`config.mk`:
```
export PLATFORM = sky130hd
export DESIGN_NAME = friscv_cache_flush_sched_flat
export DESIGN_NICKNAME = d
export VERILOG_FILES = /design/src/rtl/friscv_cache_flush_sched_if.sv /design/src/rtl/friscv_cache_flush_sched.sv /design/src/flat_wrapper.sv
export SDC_FILE = /design/constraint.sdc
export NUM_CORES = 1
export LEC_CHECK = 0
export ABC_AREA = 1
export CORE_AREA = 5 5 165 167
export DETAILED_ROUTE_END_ITERATION = 8
export DIE_AREA = 0 0 170 172
export GPL_TIMING_DRIVEN = 0
export HOLD_SLACK_MARGIN = 0.12
export SYNTH_ARGS = -nofsm -noshare
export SYNTH_HDL_FRONTEND = slang
export SYNTH_SLANG_ARGS = --single-unit
```
`constraint.sdc`:
```
create_clock -name aclk -period 1.57 [get_ports aclk]
set_input_delay 0.314 -clock aclk [delete_from_list [all_inputs] [get_ports aclk]]
set_output_delay 0.314 -clock aclk [all_outputs]
set_load 0.02 [all_outputs]
```
`src/rtl/friscv_cache_flush_sched_if.sv`:
```
// Signal bundle between the FENCE.i flush scheduler and its neighbours:
// control unit, read issuer, refill writer, flush engine and cache write port.
interface friscv_cache_flush_sched_if #(
  parameter int CACHE_BLOCK_W = 128,
  parameter int AXI_ADDR_W    = 12
);

  // Control unit handshake
  logic                     fence_i_req;
  logic                     fence_i_ack;

  // Read issuer / refill completion tracking
  logic                     ar_block;
  logic                     rd_issue;
  logic                     rd_done;

  // Flush engine handshake
  logic                     flush_blocks;
  logic                     flush_ack;
  logic                     flushing;

  // Flush engine write port
  logic                     fl_wren;
  logic [AXI_ADDR_W-1:0]    fl_waddr;
  logic [CACHE_BLOCK_W-1:0] fl_wdata;

  // Refill writer write port
  logic                     fill_wren;
  logic [AXI_ADDR_W-1:0]    fill_waddr;
  logic [CACHE_BLOCK_W-1:0] fill_wdata;
  logic                     fill_ready;

  // Cache data/tag RAM write port
  logic                     cache_wren;
  logic [AXI_ADDR_W-1:0]    cache_waddr;
  logic [CACHE_BLOCK_W-1:0] cache_wdata;

  // Scheduler side
  modport slave (
    input  fence_i_req, rd_issue, rd_done, flush_ack, flushing,
           fl_wren, fl_waddr, fl_wdata, fill_wren, fill_waddr, fill_wdata,
    output fence_i_ack, ar_block, flush_blocks, fill_ready,
           cache_wren, cache_waddr, cache_wdata
  );

  // Environment side (control unit, issuer, writers, flush engine, RAM)
  modport master (
    output fence_i_req, rd_issue, rd_done, flush_ack, flushing,
           fl_wren, fl_waddr, fl_wdata, fill_wren, fill_waddr, fill_wdata,
    input  fence_i_ack, ar_block, flush_blocks, fill_ready,
           cache_wren, cache_waddr, cache_wdata
  );

endinterface

```
`src/rtl/friscv_cache_flush_sched.sv`:
```
// FENCE.i flush scheduler: drains outstanding AXI reads, requests a cache
// flush, acknowledges the control unit, and arbitrates the cache write port
// between the flush engine and the refill path. Data/address widths are taken
// from the interface instance.
module friscv_cache_flush_sched #(
  parameter int MAX_OSTDREQ = 8
)(
  input  logic aclk,
  input  logic aresetn,
  input  logic srst,
  friscv_cache_flush_sched_if.slave io
);

  localparam int OSTD_W = $clog2(MAX_OSTDREQ + 1);
  localparam logic [OSTD_W-1:0] OSTD_MAX = OSTD_W'(MAX_OSTDREQ);

  typedef enum logic [1:0] {
    IDLE  = 2'd0,
    DRAIN = 2'd1,
    FLUSH = 2'd2,
    ACK   = 2'd3
  } state_t;

  state_t            state;
  logic [OSTD_W-1:0] ostd;
  logic              fence_i_ack_q;
  logic              flush_blocks_q;
  logic              issue_ok;
  logic              done_ok;

  // A new read only counts below saturation; a completion only counts above zero.
  // Simultaneous issue and completion leave the count untouched.
  assign issue_ok = io.rd_issue && (ostd != OSTD_MAX);
  assign done_ok  = io.rd_done  && (ostd != '0);

  // Flush sequencing; flush_ack only matters in FLUSH so stray pulses are ignored
  always_ff @(posedge aclk or negedge aresetn) begin
    if (!aresetn) begin
      state          <= IDLE;
      fence_i_ack_q  <= 1'b0;
      flush_blocks_q <= 1'b0;
    end else if (srst) begin
      state          <= IDLE;
      fence_i_ack_q  <= 1'b0;
      flush_blocks_q <= 1'b0;
    end else begin
      fence_i_ack_q <= 1'b0;
      case (state)
        IDLE: begin
          if (io.fence_i_req) state <= DRAIN;
        end
        DRAIN: begin
          if ((ostd == '0) && !io.flushing) begin
            state          <= FLUSH;
            flush_blocks_q <= 1'b1;
          end
        end
        FLUSH: begin
          if (io.flush_ack) begin
            state          <= ACK;
            flush_blocks_q <= 1'b0;
            fence_i_ack_q  <= 1'b1;
          end
        end
        ACK: begin
          if (!io.fence_i_req) state <= IDLE;
        end
        default: state <= IDLE;
      endcase
    end
  end

  // Outstanding AXI read counter, saturating at both ends
  always_ff @(posedge aclk or negedge aresetn) begin
    if (!aresetn) begin
      ostd <= '0;
    end else if (srst) begin
      ostd <= '0;
    end else if (issue_ok && !io.rd_done) begin
      ostd <= ostd + OSTD_W'(1);
    end else if (done_ok && !io.rd_issue) begin
      ostd <= ostd - OSTD_W'(1);
    end
  end

  assign io.fence_i_ack  = fence_i_ack_q;
  assign io.flush_blocks = flush_blocks_q;
  assign io.ar_block     = (state != IDLE) || (ostd == OSTD_MAX);

  // Refills keep flowing during DRAIN so in-flight reads can land before the flush
  assign io.fill_ready   = !io.flushing && (state != FLUSH);

  // Flush engine owns the write port whenever it is erasing; refills otherwise
  assign io.cache_wren   = io.flushing ? io.fl_wren  : (io.fill_wren && io.fill_ready);
  assign io.cache_waddr  = io.flushing ? io.fl_waddr : io.fill_waddr;
  assign io.cache_wdata  = io.flushing ? io.fl_wdata : io.fill_wdata;

endmodule

```
`src/flat_wrapper.sv`:
```
// flat-port wrapper written by rule: the top's interface ports become plain ports
module friscv_cache_flush_sched_flat 
#(
  parameter int MAX_OSTDREQ = 8
)
  (aclk, aresetn, srst, io_fence_i_req, io_rd_issue, io_rd_done, io_flush_ack, io_flushing, io_fl_wren, io_fl_waddr, io_fl_wdata, io_fill_wren, io_fill_waddr, io_fill_wdata, io_fence_i_ack, io_ar_block, io_flush_blocks, io_fill_ready, io_cache_wren, io_cache_waddr, io_cache_wdata);
  friscv_cache_flush_sched_if #(.CACHE_BLOCK_W((128)), .AXI_ADDR_W((12))) io_i ();
  input  logic aclk;
  input  logic aresetn;
  input  logic srst;
  input wire logic [$bits(io_i.fence_i_req)-1:0] io_fence_i_req;
  input wire logic [$bits(io_i.rd_issue)-1:0] io_rd_issue;
  input wire logic [$bits(io_i.rd_done)-1:0] io_rd_done;
  input wire logic [$bits(io_i.flush_ack)-1:0] io_flush_ack;
  input wire logic [$bits(io_i.flushing)-1:0] io_flushing;
  input wire logic [$bits(io_i.fl_wren)-1:0] io_fl_wren;
  input wire logic [$bits(io_i.fl_waddr)-1:0] io_fl_waddr;
  input wire logic [$bits(io_i.fl_wdata)-1:0] io_fl_wdata;
  input wire logic [$bits(io_i.fill_wren)-1:0] io_fill_wren;
  input wire logic [$bits(io_i.fill_waddr)-1:0] io_fill_waddr;
  input wire logic [$bits(io_i.fill_wdata)-1:0] io_fill_wdata;
  output wire logic [$bits(io_i.fence_i_ack)-1:0] io_fence_i_ack;
  output wire logic [$bits(io_i.ar_block)-1:0] io_ar_block;
  output wire logic [$bits(io_i.flush_blocks)-1:0] io_flush_blocks;
  output wire logic [$bits(io_i.fill_ready)-1:0] io_fill_ready;
  output wire logic [$bits(io_i.cache_wren)-1:0] io_cache_wren;
  output wire logic [$bits(io_i.cache_waddr)-1:0] io_cache_waddr;
  output wire logic [$bits(io_i.cache_wdata)-1:0] io_cache_wdata;
  assign io_i.fence_i_req = io_fence_i_req;
  assign io_i.rd_issue = io_rd_issue;
  assign io_i.rd_done = io_rd_done;
  assign io_i.flush_ack = io_flush_ack;
  assign io_i.flushing = io_flushing;
  assign io_i.fl_wren = io_fl_wren;
  assign io_i.fl_waddr = io_fl_waddr;
  assign io_i.fl_wdata = io_fl_wdata;
  assign io_i.fill_wren = io_fill_wren;
  assign io_i.fill_waddr = io_fill_waddr;
  assign io_i.fill_wdata = io_fill_wdata;
  assign io_fence_i_ack = io_i.fence_i_ack;
  assign io_ar_block = io_i.ar_block;
  assign io_flush_blocks = io_i.flush_blocks;
  assign io_fill_ready = io_i.fill_ready;
  assign io_cache_wren = io_i.cache_wren;
  assign io_cache_waddr = io_i.cache_waddr;
  assign io_cache_wdata = io_i.cache_wdata;
  friscv_cache_flush_sched #(.MAX_OSTDREQ(MAX_OSTDREQ)) u_core (.aclk(aclk), .aresetn(aresetn), .srst(srst), .io(io_i));
endmodule
```
After elaboration in Yosys (flattened, before gate mapping)
Index checks and enable logic that the tools add are counted.
{ "word_totals": {"reg_bits": 8, "inputBits": 290, "out_inout_bits": 145, "elab_cells": 54} }
{ "classes": {"addsub": 2, "n_eq_ne": 10, "muxes": 19, "reduce_logical": 19} }
{ "ops": {"columns": ["cell", "count"], "rows": [
  ["128-bit 2-to-1 mux", 1],
  ["12-bit 2-to-1 mux", 1],
  ["4-bit 2-to-1 mux", 3],
  ["2-bit 2-to-1 mux", 5],
  ["3-bit inequality test, second input constant", 3],
  ["2-bit case mux with 4 select lines", 1],
  ["1-bit logical AND", 7],
  ["1-bit 2-to-1 mux", 7],
  ["3-bit nonzero test", 2],
  ["4-bit by 1-bit adder with 4-bit output, second input constant", 1],
  ["2-bit equality test, second input constant", 2],
  ["4-bit equality test, second input constant", 1],
  ["4-bit zero test", 1],
  ["4-bit inequality test, second input constant", 1],
  ["4-bit AND reduction", 1],
  ["4-bit nonzero test", 1],
  ["4-bit by 1-bit subtractor with 4-bit output, second input constant", 1],
  ["1-bit zero test", 3],
  ["3-bit by 2-bit inequality test with 1-bit output, second input constant", 1],
  ["3-bit AND reduction", 1],
  ["2-bit by 1-bit equality test with 1-bit output, second input constant", 1],
  ["2-bit zero test", 1],
  ["2-bit inequality test, second input constant", 1],
  ["1-bit case mux with 2 select lines", 1],
  ["other kinds (2)", 2]
]} }

Logic depth before layout (Yosys ltp)
{ "depth": {"word_depth": 6, "ltp_mapped": 12, "ltp_nobuf": 12} }

Worst setup path before layout
OpenSTA, ideal clock, no wires.
{ "synth_path": {"kind": "register to output", "from": "register u_core.state[0]", "to": "output port io_cache_wren", "arrival_time_ns": 1.311, "required_time_ns": 1.256, "path_slack_ns": -0.055, "path_stages_with_launch": 5, "path_buffers": 0, "cell_sequence": "dfrtp_1 -> inv_1 -> ha_1 -> nor2_1 -> a22o_1"} }
{ "synth_between": {"elab_chain_cells": 4} }
{ "synth_lines": {"columns": ["element", "line", "source"], "rows": [
  ["start, declared", "friscv_cache_flush_sched.sv:24", "state_t state;"],
  ["start signal, assigned", "friscv_cache_flush_sched.sv:39", "state <= IDLE;"],
  ["start signal, assigned", "friscv_cache_flush_sched.sv:43", "state <= IDLE;"],
  ["start signal, assigned", "friscv_cache_flush_sched.sv:50", "if (io.fence_i_req) state <= DRAIN;"],
  ["2-bit inequality test", "friscv_cache_flush_sched.sv:91", "assign io.fill_ready = !io.flushing && (state != FLUSH);"],
  ["1-bit logical AND", "friscv_cache_flush_sched.sv:91", null],
  ["via io_fill_ready", "flat_wrapper.sv:25", "output wire logic [$bits(io_i.fill_ready)-1:0] io_fill_ready;"],
  ["1-bit logical AND", "friscv_cache_flush_sched.sv:94", "assign io.cache_wren = io.flushing ? io.fl_wren : (io.fill_wren && io.fill_ready);"],
  ["1-bit 2-to-1 mux", "friscv_cache_flush_sched.sv:94", null],
  ["end, declared", "flat_wrapper.sv:26", "output wire logic [$bits(io_i.cache_wren)-1:0] io_cache_wren;"]
]} }
The timed path passes the listed nets, and every way through them passes these cells.

Worst setup path in the final report
{ "layout_path": {"from": "register u_core.ostd[1]", "to": "register u_core.ostd[1]"} }
{ "layout_between": {"elab_chain_cells": 5, "word_cells_on_any_way": 12, "classes_between": "add/sub (2); eq/ne (1); mux (3); reduce/logical (6)"} }
{ "layout_lines": {"columns": ["element", "line", "source"], "rows": [
  ["start, declared", "friscv_cache_flush_sched.sv:25", "logic [OSTD_W-1:0] ostd;"],
  ["start signal, assigned", "friscv_cache_flush_sched.sv:80", "ostd <= ostd + OSTD_W'(1);"],
  ["start signal, assigned", "friscv_cache_flush_sched.sv:82", "ostd <= ostd - OSTD_W'(1);"],
  ["branches (longest 5 deep; another with 4-bit by 1-bit subtractor with 4-bit output)", null, null]
]} }
Parallel ways; which one is timed is not known. The select of a mux whose other input is x is not followed.
A chain may end at the register's enable or synchronous reset.

==> impl_metrics.json <==
{
  "boundaryPins": 435,
  "finalHoldViolations": 0,
  "drv_slew": 0,
  "coreArea_mm2": 0.02562,
  "reg2reg_slack_ns": 0.007,
  "outcome": "completed",
  "worst_slew_pin_slew_ns": 0.3788,
  "dr.first_iter.drc_count": 148,
  "finalClockSkew_ns": 0.001101,
  "vias": 4882,
  "timing.final.crit_period_ns": 1.563,
  "placed_cells": 1308,
  "antenna_found_initial": 0,
  "rsz0062_at_grt": "yes",
  "hpwl_mm": 17.60,
  "rows": 59,
  "clock-root-buffer": "clkbuf_16",
  "die_w_um": 170,
  "finalSetupTns_ns": 0,
  "gr-total-overflow": 0,
  "worstSkewPairLatency_ns": 0.23,
  "drc": 0,
  "worstSetupPathType": "flip-flop to flip-flop",
  "htree_levels": 1,
  "drtAntennaViolNets": 0,
  "die_h_um": 172,
  "grt_pass1_wl_mm": 28.10,
  "synthArstFlopShare_pct": 100.0,
  "r2r_end": "u_core.ostd[1]",
  "fin_crit_sh_pct": 99.54,
  "syn_inst": 540,
  "ys_types": 22,
  "cts_buffers": 3,
  "cts_tree": "done",
  "grt_max_degree": 11,
  "cts_sinks": 8,
  "p_leak_nw": 3.684,
  "routed_wl_mm": 20.68,
  "fin_nets": 1296,
  "grt_pass1_vias": 5023,
  "relSlewSlack_pct": 74.67,
  "ir_drop_uv": 305.5,
  "fin_util_pct": 27.80,
  "fmax_mhz": 639.9,
  "ys.warnings.count": 0,
  "p_per_area_mw_per_mm2": 527.1,
  "antenna_cells": 0,
  "end_kind": "flip-flop",
  "die_area_mm2": 0.02924,
  "yosysMostFrequentCell": "nand2_1",
  "clkTransAtPathRegs_ns": 0.04,
  "via_per_inst": 3.665,
  "syn_avg_cell_area_um2": 4.361,
  "synth_top_flop_cell": "dfrtp_1",
  "synth_area_mm2": 0.002355,
  "drive_gt1_share_pct": 21.06,
  "cp.required_ns": 1.68,
  "port_buffers": 433,
  "synth_common_cells": "nand2_1, buf_2, inv_1, nand3_1, nor2_1",
  "multi_input_comb_area_mm2": 0.002013,
  "regToRegStartpoint": "u_core.ostd[1]",
  "final_cells": 1332,
  "worstSetupStartpointType": "flip-flop",
  "pre_cts_ws_ns": -1.049,
  "ys_ff_latch": 8,
  "synth_edf_count": 0,
  "start_util_pct": 9.193,
  "worstPathArrival_ns": 1.67,
  "finalSetupViolations": 0,
  "worstPathMaxFanout": 4,
  "routabilityCongestion": 0.8529,
  "yosysSeqAreaShare_pct": 8.502,
  "grt.total_usage_pct": 12.23,
  "synth_top_area_share_pct": 70.46,
  "yosys.area.top_type": "nand2_1",
  "r2r_cells": 8,
  "drt-pass1-iter-count": 4,
  "nFillCells": 2907,
  "syn_nets": 837,
  "synth_area_leaders": "nand2_1, dfrtp_1, buf_2",
  "cts_max_path_buffers": 2,
  "wl_per_cell_um": 15.53,
  "maxCapViolCount": 0,
  "area_growth_pct": 202.4,
  "setup_ws_ns": 0.007204,
  "total_power_mw": 3.754,
  "hold_class": "input pin to asynchronous set/reset pin",
  "register_area_um2": 201.4
}
[placed cells by master (no fill, tap or decap), types with 5 or more instances in the layout]
cell type and instances:
o21ai_1 5, inv_1 8, nor2_1 8, dfrtp_1 7, clkdlybuf4s15_2 18, dlygate4sd2_1 6
clkdlybuf4s50_1 288, clkbuf_2 17, clkdlybuf4s15_1 7, buf_12 5, nand2_1 438, inv_2 6
buf_2 95, buf_6 14, buf_4 27, nand3_1 11
[worst max-delay path, cell delays in order (launching register included)]
cell	delay, ns
dfrtp_1	0.40
nor2_4	0.15
nand2_4	0.08
nand2_4	0.09
inv_2	0.04
fa_2	0.51
nor2_1	0.04
nand2_1	0.06
o21ai_1	0.06
[per-layer routing]
| metal | vias up | part of all wire, % | global-route usage [%] | wire length (um) |
|---|---|---|---|---|
| met1 | 2052 | 39 | 14.17 | 8103 |
| met2 | 291 | 49 | 22.72 | 10160 |
| met3 | 12 | 11 | 3.521 | 2184 |
| met5 | - | 0 | 0 | 0 |
| li1 | 2527 | - | - | - |
| met4 | 0 | 1.1 | 2.049 | 233 |
[layout make-up]
class | instances | area share (%)
well taps | 335 | 5.885
repair buffers | 454 | 56.03
plain buffers | 31 | 4.919
clock buffers | 3 | 1.054
flip-flops and latches | 8 | 2.829
multi-input cells | 485 | 28.27
inverters | 16 | 1.019
[flip-flops by register name (all words and copies together), names as in the netlist]
signal and count:
u_core.state 2, u_core.io.fence_i_ack 1, u_core.io.flush_blocks 1, u_core.ostd 4
[how the worst max path moves through the flow]
stage                    from                 to  slack (ns)  cells after the start
6_report       u_core.ostd[1]     u_core.ostd[1]       0.007                      8
5_1_grt        u_core.ostd[1]     u_core.ostd[1]       -0.04                      8
4_1_cts        u_core.ostd[0]     u_core.ostd[3]       -0.02                     11
3_5_place_dp      io_flushing  io_cache_waddr[0]       -1.05                      6
3_3_place_gp      io_flushing  io_cache_waddr[0]       -1.04                      6
2_1_floorplan  u_core.ostd[1]     u_core.ostd[3]       0.006                     10
[cell families (layout without fill, tap and decap cells)]
logic type,after synthesis,after routing,synth area share (%)
simple gates,469,469,76.36
xor+xnor,1,1,0.3720
fa+ha+maj,7,7,4.038
compound gates,8,8,2.072
flops,8,8,8.502
buf+inv,47,504,8.661
[repair_timing]
action / 4_1_cts / 5_1_grt
pin swaps: 8 / 6
cloned: 1 / 1
gates resized for setup: 522 / 92
hold buffers: 0 / 0
buffers inserted: 14 / 5
setup endpoints to repair: 146 / 87
[report_power, final]
part | switching [mW] | internal, mW
clock | 0.100 | 0.328
sequential | 0.0606 | 0.277
combinational | 1.45 | 1.53
[per-stage QoR]
step | hold WS, ns | area, um^2
6_report | 0.3699 | 7122
5_1_grt | 0.4144 | 7122
4_1_cts | 0.3766 | 7437
3_5_place_dp | 0.4965 | 7111
3_3_place_gp | 0.4886 | 7111
2_1_floorplan | 0.01841 | 2357
Note: power is estimated with default switching activity, not from simulation.
